--- config.mk ---
export PLATFORM = sky130hd
export DESIGN_NAME = me_scan_controller_flat
export DESIGN_NICKNAME = d
export VERILOG_FILES = /design/src/rtl/me_scan_controller_if.sv /design/src/rtl/me_scan_controller.sv /design/src/flat_wrapper.sv
export SDC_FILE = /design/constraint.sdc
export NUM_CORES = 1
export LEC_CHECK = 0
export ABC_AREA = 1
export BUFFER_PORTS_ARGS = -buffer_cell sky130_fd_sc_hd__buf_2
export CAP_MARGIN = 10
export CORE_UTILIZATION = 46
export DETAILED_ROUTE_END_ITERATION = 7
export PLACE_DENSITY = 0.84
export SYNTH_ARGS = -nofsm -noshare
export SYNTH_HDL_FRONTEND = slang
export SYNTH_SLANG_ARGS = --single-unit
--- constraint.sdc ---
create_clock -name clk -period 1.9 [get_ports clk]
set_input_delay 0.285 -clock clk [delete_from_list [all_inputs] [get_ports clk]]
set_output_delay 0.285 -clock clk [all_outputs]
set_load 0.03 [all_outputs]
--- src/rtl/me_scan_controller_if.sv ---
`default_nettype none
// ============================================================================
// Module  : me_scan_controller_if
// Brief   : Request/result and RAM/SPR control bundle of the ME scan controller.
// Rev     : 1.0  initial release
// ============================================================================
interface me_scan_controller_if #(
    parameter int MACRO_DIM  = 16,
    parameter int SEARCH_DIM = 48,
    parameter int SAD_W      = 16
);
    localparam int NPOS = SEARCH_DIM - MACRO_DIM + 1;
    localparam int AW   = $clog2(SEARCH_DIM);
    localparam int PW   = ($clog2(NPOS) < 1) ? 1 : $clog2(NPOS);

    logic             start;
    logic             readyi;
    logic             early_en;
    logic [SAD_W-1:0] early_thr;
    logic [SAD_W-1:0] sad_in;
    logic             reset_sum;
    logic             en_cpr;
    logic             en_spr;
    logic             en_ram;
    logic [AW-1:0]    addr;
    logic [1:0]       sel;
    logic             comp_en;
    logic [PW-1:0]    cand_x;
    logic [PW-1:0]    cand_y;
    logic             valido;
    logic             readyo;
    logic [PW-1:0]    mv_x;
    logic [PW-1:0]    mv_y;
    logic [SAD_W-1:0] min_sad;

    // Requester side: issues searches, supplies SADs, consumes results.
    modport master (
        output start, early_en, early_thr, sad_in, readyo,
        input  readyi, reset_sum, en_cpr, en_spr, en_ram, addr, sel,
               comp_en, cand_x, cand_y, valido, mv_x, mv_y, min_sad
    );

    modport slave (
        input  start, early_en, early_thr, sad_in, readyo,
        output readyi, reset_sum, en_cpr, en_spr, en_ram, addr, sel,
               comp_en, cand_x, cand_y, valido, mv_x, mv_y, min_sad
    );
endinterface
`default_nettype wire

--- src/rtl/me_scan_controller.sv ---
`default_nettype none
// ============================================================================
// Module  : me_scan_controller
// Brief   : Full-search motion-estimation sequencer with serpentine scan,
//           best-SAD tracking and optional early termination.
// Rev     : 1.0  initial release
// ============================================================================
module me_scan_controller #(
    parameter int MACRO_DIM  = 16,
    parameter int SEARCH_DIM = 48,
    parameter int SAD_W      = 16
) (
    input  wire logic            clk,
    input  wire logic            rst,
    me_scan_controller_if.slave  bus
);
    localparam int NPOS = SEARCH_DIM - MACRO_DIM + 1;
    localparam int AW   = $clog2(SEARCH_DIM);
    localparam int PW   = ($clog2(NPOS) < 1) ? 1 : $clog2(NPOS);

    localparam logic [PW-1:0] C_LAST_POS  = PW'(NPOS - 1);
    localparam logic [AW-1:0] C_LAST_LOAD = AW'(MACRO_DIM - 1);
    localparam logic [AW-1:0] C_MACRO     = AW'(MACRO_DIM);

    typedef enum logic [2:0] {
        S_IDLE     = 3'd0,
        S_LOAD_CPR = 3'd1,
        S_LOAD_SPR = 3'd2,
        S_SCAN     = 3'd3,
        S_DONE     = 3'd4
    } state_t;

    state_t           state_q, state_d;
    logic [AW-1:0]    cnt_q, cnt_d;
    logic [PW-1:0]    x_q, x_d;
    logic [PW-1:0]    y_q, y_d;
    logic [PW-1:0]    mvx_q, mvx_d;
    logic [PW-1:0]    mvy_q, mvy_d;
    logic [SAD_W-1:0] best_q, best_d;
    logic [SAD_W-1:0] thr_q, thr_d;
    logic             early_q, early_d;

    logic w_even;
    logic w_last_row;
    logic w_last_col;
    logic w_better;
    logic w_early_hit;

    // Even columns walk down (y ascending), odd columns walk back up.
    assign w_even      = ~x_q[0];
    assign w_last_row  = w_even ? (y_q == C_LAST_POS) : (y_q == '0);
    assign w_last_col  = (x_q == C_LAST_POS);
    assign w_better    = (bus.sad_in < best_q);
    assign w_early_hit = early_q && (bus.sad_in <= thr_q);

    assign bus.mv_x    = mvx_q;
    assign bus.mv_y    = mvy_q;
    assign bus.min_sad = best_q;

    always_ff @(posedge clk) begin
        if (rst) begin
            state_q <= S_IDLE;
            cnt_q   <= '0;
            x_q     <= '0;
            y_q     <= '0;
            mvx_q   <= '0;
            mvy_q   <= '0;
            best_q  <= '1;
            thr_q   <= '0;
            early_q <= 1'b0;
        end else begin
            state_q <= state_d;
            cnt_q   <= cnt_d;
            x_q     <= x_d;
            y_q     <= y_d;
            mvx_q   <= mvx_d;
            mvy_q   <= mvy_d;
            best_q  <= best_d;
            thr_q   <= thr_d;
            early_q <= early_d;
        end
    end

    always_comb begin
        state_d       = state_q;
        cnt_d         = cnt_q;
        x_d           = x_q;
        y_d           = y_q;
        mvx_d         = mvx_q;
        mvy_d         = mvy_q;
        best_d        = best_q;
        thr_d         = thr_q;
        early_d       = early_q;
        bus.readyi    = 1'b0;
        bus.reset_sum = 1'b0;
        bus.en_cpr    = 1'b0;
        bus.en_spr    = 1'b0;
        bus.en_ram    = 1'b0;
        bus.addr      = '0;
        bus.sel       = 2'd0;
        bus.comp_en   = 1'b0;
        bus.cand_x    = '0;
        bus.cand_y    = '0;
        bus.valido    = 1'b0;

        case (state_q)
            S_IDLE: begin
                bus.readyi    = 1'b1;
                bus.reset_sum = 1'b1;
                if (bus.start) begin
                    state_d = S_LOAD_CPR;
                    early_d = bus.early_en;
                    thr_d   = bus.early_thr;
                    best_d  = '1;
                    mvx_d   = '0;
                    mvy_d   = '0;
                    cnt_d   = '0;
                    x_d     = '0;
                    y_d     = '0;
                end
            end
            S_LOAD_CPR: begin
                bus.en_cpr = 1'b1;
                bus.en_ram = 1'b1;
                bus.addr   = cnt_q;
                if (cnt_q == C_LAST_LOAD) begin
                    cnt_d   = '0;
                    state_d = S_LOAD_SPR;
                end else begin
                    cnt_d = cnt_q + AW'(1);
                end
            end
            S_LOAD_SPR: begin
                bus.en_spr = 1'b1;
                bus.sel    = 2'd1;
                bus.en_ram = 1'b1;
                bus.addr   = cnt_q;
                if (cnt_q == C_LAST_LOAD) begin
                    cnt_d   = '0;
                    state_d = S_SCAN;
                end else begin
                    cnt_d = cnt_q + AW'(1);
                end
            end
            S_SCAN: begin
                bus.comp_en = 1'b1;
                bus.en_spr  = 1'b1;
                bus.cand_x  = x_q;
                bus.cand_y  = y_q;
                // An early hit always wins, even against an equal best.
                if (w_better || w_early_hit) begin
                    best_d = bus.sad_in;
                    mvx_d  = x_q;
                    mvy_d  = y_q;
                end
                if (!w_last_row) begin
                    // Fetch the row that enters the window on this shift.
                    bus.en_ram = 1'b1;
                    if (w_even) begin
                        bus.sel  = 2'd1;
                        bus.addr = AW'(y_q) + C_MACRO;
                        y_d      = y_q + PW'(1);
                    end else begin
                        bus.sel  = 2'd0;
                        bus.addr = AW'(y_q) - AW'(1);
                        y_d      = y_q - PW'(1);
                    end
                end else if (!w_last_col) begin
                    bus.sel = 2'd2;
                    x_d     = x_q + PW'(1);
                end else begin
                    bus.en_spr = 1'b0;
                end
                if (w_early_hit || (w_last_row && w_last_col)) begin
                    state_d = S_DONE;
                    x_d     = '0;
                    y_d     = '0;
                end
            end
            S_DONE: begin
                bus.valido = 1'b1;
                if (bus.readyo) begin
                    state_d = S_IDLE;
                end
            end
            default: begin
                state_d = S_IDLE;
            end
        endcase
    end
endmodule
`default_nettype wire

--- src/flat_wrapper.sv ---
// flat-port wrapper written by rule: the top's interface ports become plain ports
module me_scan_controller_flat 
#(
    parameter int MACRO_DIM  = 16,
    parameter int SEARCH_DIM = 48,
    parameter int SAD_W      = 16
)
  (clk, rst, bus_start, bus_early_en, bus_early_thr, bus_sad_in, bus_readyo, bus_readyi, bus_reset_sum, bus_en_cpr, bus_en_spr, bus_en_ram, bus_addr, bus_sel, bus_comp_en, bus_cand_x, bus_cand_y, bus_valido, bus_mv_x, bus_mv_y, bus_min_sad);
  me_scan_controller_if #(.MACRO_DIM(MACRO_DIM), .SEARCH_DIM(SEARCH_DIM), .SAD_W(SAD_W)) bus_i ();
  input  wire logic clk;
  input  wire logic rst;
  input wire logic [$bits(bus_i.start)-1:0] bus_start;
  input wire logic [$bits(bus_i.early_en)-1:0] bus_early_en;
  input wire logic [$bits(bus_i.early_thr)-1:0] bus_early_thr;
  input wire logic [$bits(bus_i.sad_in)-1:0] bus_sad_in;
  input wire logic [$bits(bus_i.readyo)-1:0] bus_readyo;
  output wire logic [$bits(bus_i.readyi)-1:0] bus_readyi;
  output wire logic [$bits(bus_i.reset_sum)-1:0] bus_reset_sum;
  output wire logic [$bits(bus_i.en_cpr)-1:0] bus_en_cpr;
  output wire logic [$bits(bus_i.en_spr)-1:0] bus_en_spr;
  output wire logic [$bits(bus_i.en_ram)-1:0] bus_en_ram;
  output wire logic [$bits(bus_i.addr)-1:0] bus_addr;
  output wire logic [$bits(bus_i.sel)-1:0] bus_sel;
  output wire logic [$bits(bus_i.comp_en)-1:0] bus_comp_en;
  output wire logic [$bits(bus_i.cand_x)-1:0] bus_cand_x;
  output wire logic [$bits(bus_i.cand_y)-1:0] bus_cand_y;
  output wire logic [$bits(bus_i.valido)-1:0] bus_valido;
  output wire logic [$bits(bus_i.mv_x)-1:0] bus_mv_x;
  output wire logic [$bits(bus_i.mv_y)-1:0] bus_mv_y;
  output wire logic [$bits(bus_i.min_sad)-1:0] bus_min_sad;
  assign bus_i.start = bus_start;
  assign bus_i.early_en = bus_early_en;
  assign bus_i.early_thr = bus_early_thr;
  assign bus_i.sad_in = bus_sad_in;
  assign bus_i.readyo = bus_readyo;
  assign bus_readyi = bus_i.readyi;
  assign bus_reset_sum = bus_i.reset_sum;
  assign bus_en_cpr = bus_i.en_cpr;
  assign bus_en_spr = bus_i.en_spr;
  assign bus_en_ram = bus_i.en_ram;
  assign bus_addr = bus_i.addr;
  assign bus_sel = bus_i.sel;
  assign bus_comp_en = bus_i.comp_en;
  assign bus_cand_x = bus_i.cand_x;
  assign bus_cand_y = bus_i.cand_y;
  assign bus_valido = bus_i.valido;
  assign bus_mv_x = bus_i.mv_x;
  assign bus_mv_y = bus_i.mv_y;
  assign bus_min_sad = bus_i.min_sad;
  me_scan_controller #(.MACRO_DIM(MACRO_DIM), .SEARCH_DIM(SEARCH_DIM), .SAD_W(SAD_W)) u_core (.clk(clk), .rst(rst), .bus(bus_i));
endmodule
==> results.sh <==
export IMPL_status="finished with violations"
export IMPL_failed_checks="design-rule violations, negative setup slack"
export IMPL_endpoint_kind="primary output"
export IMPL_maxCapViolations=0
export IMPL_crit_path_end="bus_addr[2]"
export IMPL_hp_class="in -> reg"
export IMPL_post_dp_hpwl_mm=8.32
export IMPL_io_pins=92
export IMPL_cts_sinks=66
export IMPL_power_clock_fraction_pct=10.6
export IMPL_die_y_um=97.8
export IMPL_insertion_delay_ns=0.35
export IMPL_cp_startpoint="u_core.y_q[1]"
export IMPL_grtUsageTotal_pct=27.5
export IMPL_fin_crit_ns=2.14
export IMPL_pwr_share_comb_pct=66.3
export IMPL_clockBufferDepth=2
export IMPL_drtIter0Drc=277
export IMPL_cts_tree="done"
export IMPL_num_vias=4880
export IMPL_grt_overflow=0
export IMPL_finalPower_mw=10.2
export IMPL_p_sw_share_pct=49.7
export IMPL_synth_cell_types=40
export IMPL_cts_made_buffers=9
export IMPL_syn_avg_cell_area_um2=6.91
export IMPL_drive_gt1_share_pct=45.9
export IMPL_viasPerCell=5.55
export IMPL_antenna_cells=0
export IMPL_postCtsHoldBufs=0
export IMPL_syn_num_nets=689
export IMPL_ys_warnings_count=0
export IMPL_r2r_end="u_core.y_q[0]"
export IMPL_r2r_start="u_core.thr_q[15]"
export IMPL_ff2ff_path_depth=14
export IMPL_htreeDepth=3
export IMPL_crit_arrival_ns=1.86
export IMPL_yosys_register_bits=66
export IMPL_die_area_um2=9560
export IMPL_antenna_found_initial=0
export IMPL_clk_pin_slew_ns=0.07
export IMPL_die_w_um=97.8
export IMPL_required_ns=1.62
export IMPL_port_buffers=91
export IMPL_post_route_period_util_pct=113
export IMPL_root_buffer="clkbuf_8"
export IMPL_fillerInstances=572
export IMPL_slew_headroom_pct=62.7
export IMPL_final_setup_worst_slack_ns=-0.243
export IMPL_syn_to_final_growth_pct=51.6
export IMPL_crit_type="reg -> out"
export IMPL_drt_wl_total_mm=14.5
export IMPL_initial_utilization_pct=47.9
export IMPL_crit_fanout=4
export IMPL_irDropWorstVdd_v=0.000840
export IMPL_p_seq_share_pct=23.1
export IMPL_rsz0062_at_grt="yes"
export IMPL_core_um2=8810
export IMPL_antenna_left=0
export IMPL_rows=34
export IMPL_intPower_mw=5.15
export IMPL_tns_ns=-5.69
export IMPL_worst_pin_slew_ns=0.554
export IMPL_hold_viol_final=0
export IMPL_report_final_slew_viol_count=0
export IMPL_setup_violations=52
export IMPL_drt_pre_antenna_iters=7
export IMPL_regArea_um2=1350
export IMPL_reg2reg_setup_slack_ns=-0.17
export IMPL_synthesis_area_um2=4220
export IMPL_syn_inst=611
export IMPL_leakage_nw=3.03
export IMPL_switchingPower_mw=5.09
export IMPL_drc=16
export IMPL_final_nets=845
export IMPL_grt_pass1_vias=4742
export IMPL_multi_input_area_um2=3190
export IMPL_grt_pass1_wl_mm=21.3
export IMPL_skew_ns=0.00521
export IMPL_crit_path_start_kind="register"
export IMPL_fmax_mhz=467
export IMPL_drt_wirelength_per_cell_um=16.5
export IMPL_ys_seq_area_share_pct=31.3
export IMPL_grt_max_degree=34
export IMPL_place_gp_congestion=0.857
export IMPL_p_per_area_nw_per_um2=1600
## timing repair
item                                    in CTS  in global routing
gates resized for setup                    106                116
buffers inserted                            12                 16
cloned                                       5                  3
endpoints found under the setup margin      63                 65
pin swaps                                   36                 35
## power by group through the flow
stage               Clock (mW)  Sequential (mW)  Combinational [mW]
finish                    1.08             2.37                6.79
global route              1.15             2.41                7.30
global placement             0             2.24                4.74
CTS                       1.07             2.28                5.79
floorplan                    0             2.78                2.88
detailed placement           0             2.26                4.89
## worst max-delay path: stages (launching register included)
cell and delay [ns]:
dfxtp_2 0.37, inv_2 0.07, ha_1 0.24, a21oi_1 0.22, o21ai_1 0.13, o21ai_1 0.22
o21ai_4 0.11, buf_6 0.15
## flip-flops by register name (all words and copies together) (netlist names)
signal              count
u_core.bus.min_sad     16
u_core.thr_q           16
u_core.bus.mv_x         6
u_core.bus.mv_y         6
u_core.cnt_q            6
u_core.x_q              6
u_core.y_q              6
u_core.state_q          3
u_core.early_q          1
## stage by stage
stage / cells / hold slack (ns) / setup WS [ns] / cell area, um2 / utilization, %
4_1_cts: 864 / 0.174 / -0.168 / 5890 / 66.9
3_3_place_gp: 831 / 0.444 / -0.146 / 5100 / 57.9
6_report: 880 / 0.188 / -0.243 / 6400 / 72.6
5_1_grt: 880 / 0.184 / -0.280 / 6400 / 72.6
2_1_floorplan: 611 / 0.430 / -0.122 / 4250 / -
3_5_place_dp: 831 / 0.450 / -0.178 / 5100 / 57.9
## how the worst min path moves through the flow
| stage | from | end | slack [ns] | depth (start not counted) |
|---|---|---|---|---|
| finish | bus_early_thr[0] | u_core.thr_q[0] | 0.19 | 3 |
| global route | bus_early_en | u_core.early_q | 0.18 | 3 |
| CTS | bus_early_en | u_core.early_q | 0.17 | 3 |
| detailed placement | u_core.thr_q[12] | u_core.thr_q[12] | 0.45 | 2 |
| global placement | u_core.thr_q[12] | u_core.thr_q[12] | 0.44 | 2 |
| floorplan | bus_early_thr[0] | u_core.thr_q[0] | 0.43 | 2 |
## synthesized netlist by cell type, drive strengths merged
master	instances	area, um2
nand2	135	549
inv	75	282
nor2	75	304
dfxtp	66	1320
nand3	56	305
a21oi	45	225
ha	41	513
o21ai	36	184
buf	17	120
or2	16	100
nor3	12	81.3
clkbuf	8	30.0
nand4	7	43.8
nand3b	6	45.0
o31ai	3	27.5
and3	2	12.5
nor4	2	12.5
o22ai	2	12.5
a211oi	1	7.51
a21o	1	7.51
clkinv	1	3.75
o211ai	1	7.51
o21a	1	7.51
xnor2	1	8.76
xor2	1	8.76
## cell usage in the layout, fill, tap and decap left out, types with 23 or more instances in the layout
master,n
buf_2,77
buf_6,23
nor2_1,54
buf_4,56
nand2_1,103
nand3_2,31
a21oi_1,34
dfxtp_1,46
inv_1,62
ha_1,28
## layer usage
| layer | wire length [um] | track usage [%] | part of all wire, % |
|---|---|---|---|
| met3 | 893 | 5.87 | 6.1 |
| met2 | 7520 | 50.9 | 52 |
| met1 | 5490 | 30.1 | 38 |
| met5 | 0 | 0 | 0 |
| met4 | 625 | 12.1 | 4.3 |
## final cells by class
| cell class | instances | area share, % |
|---|---|---|
| clock inverters | 3 | 0.235 |
| repair buffers | 167 | 19.4 |
| repair inverters | 2 | 0.196 |
| flip-flops and latches | 66 | 21.2 |
| inverters | 76 | 4.79 |
| multi-input cells | 445 | 49.8 |
| clock buffers | 13 | 2.33 |
| well taps | 108 | 2.11 |
## cells by family after synthesis
family          count (synthesis)  share of synthesized area, %
compound gates                 90                          11.4
xor+xnor                        2                         0.415
fa+ha+maj                      41                          12.2
buf+inv                       101                          10.3
simple gates                  311                          34.4
flops                          66                          31.3
(Power assumes the default switching activity.)
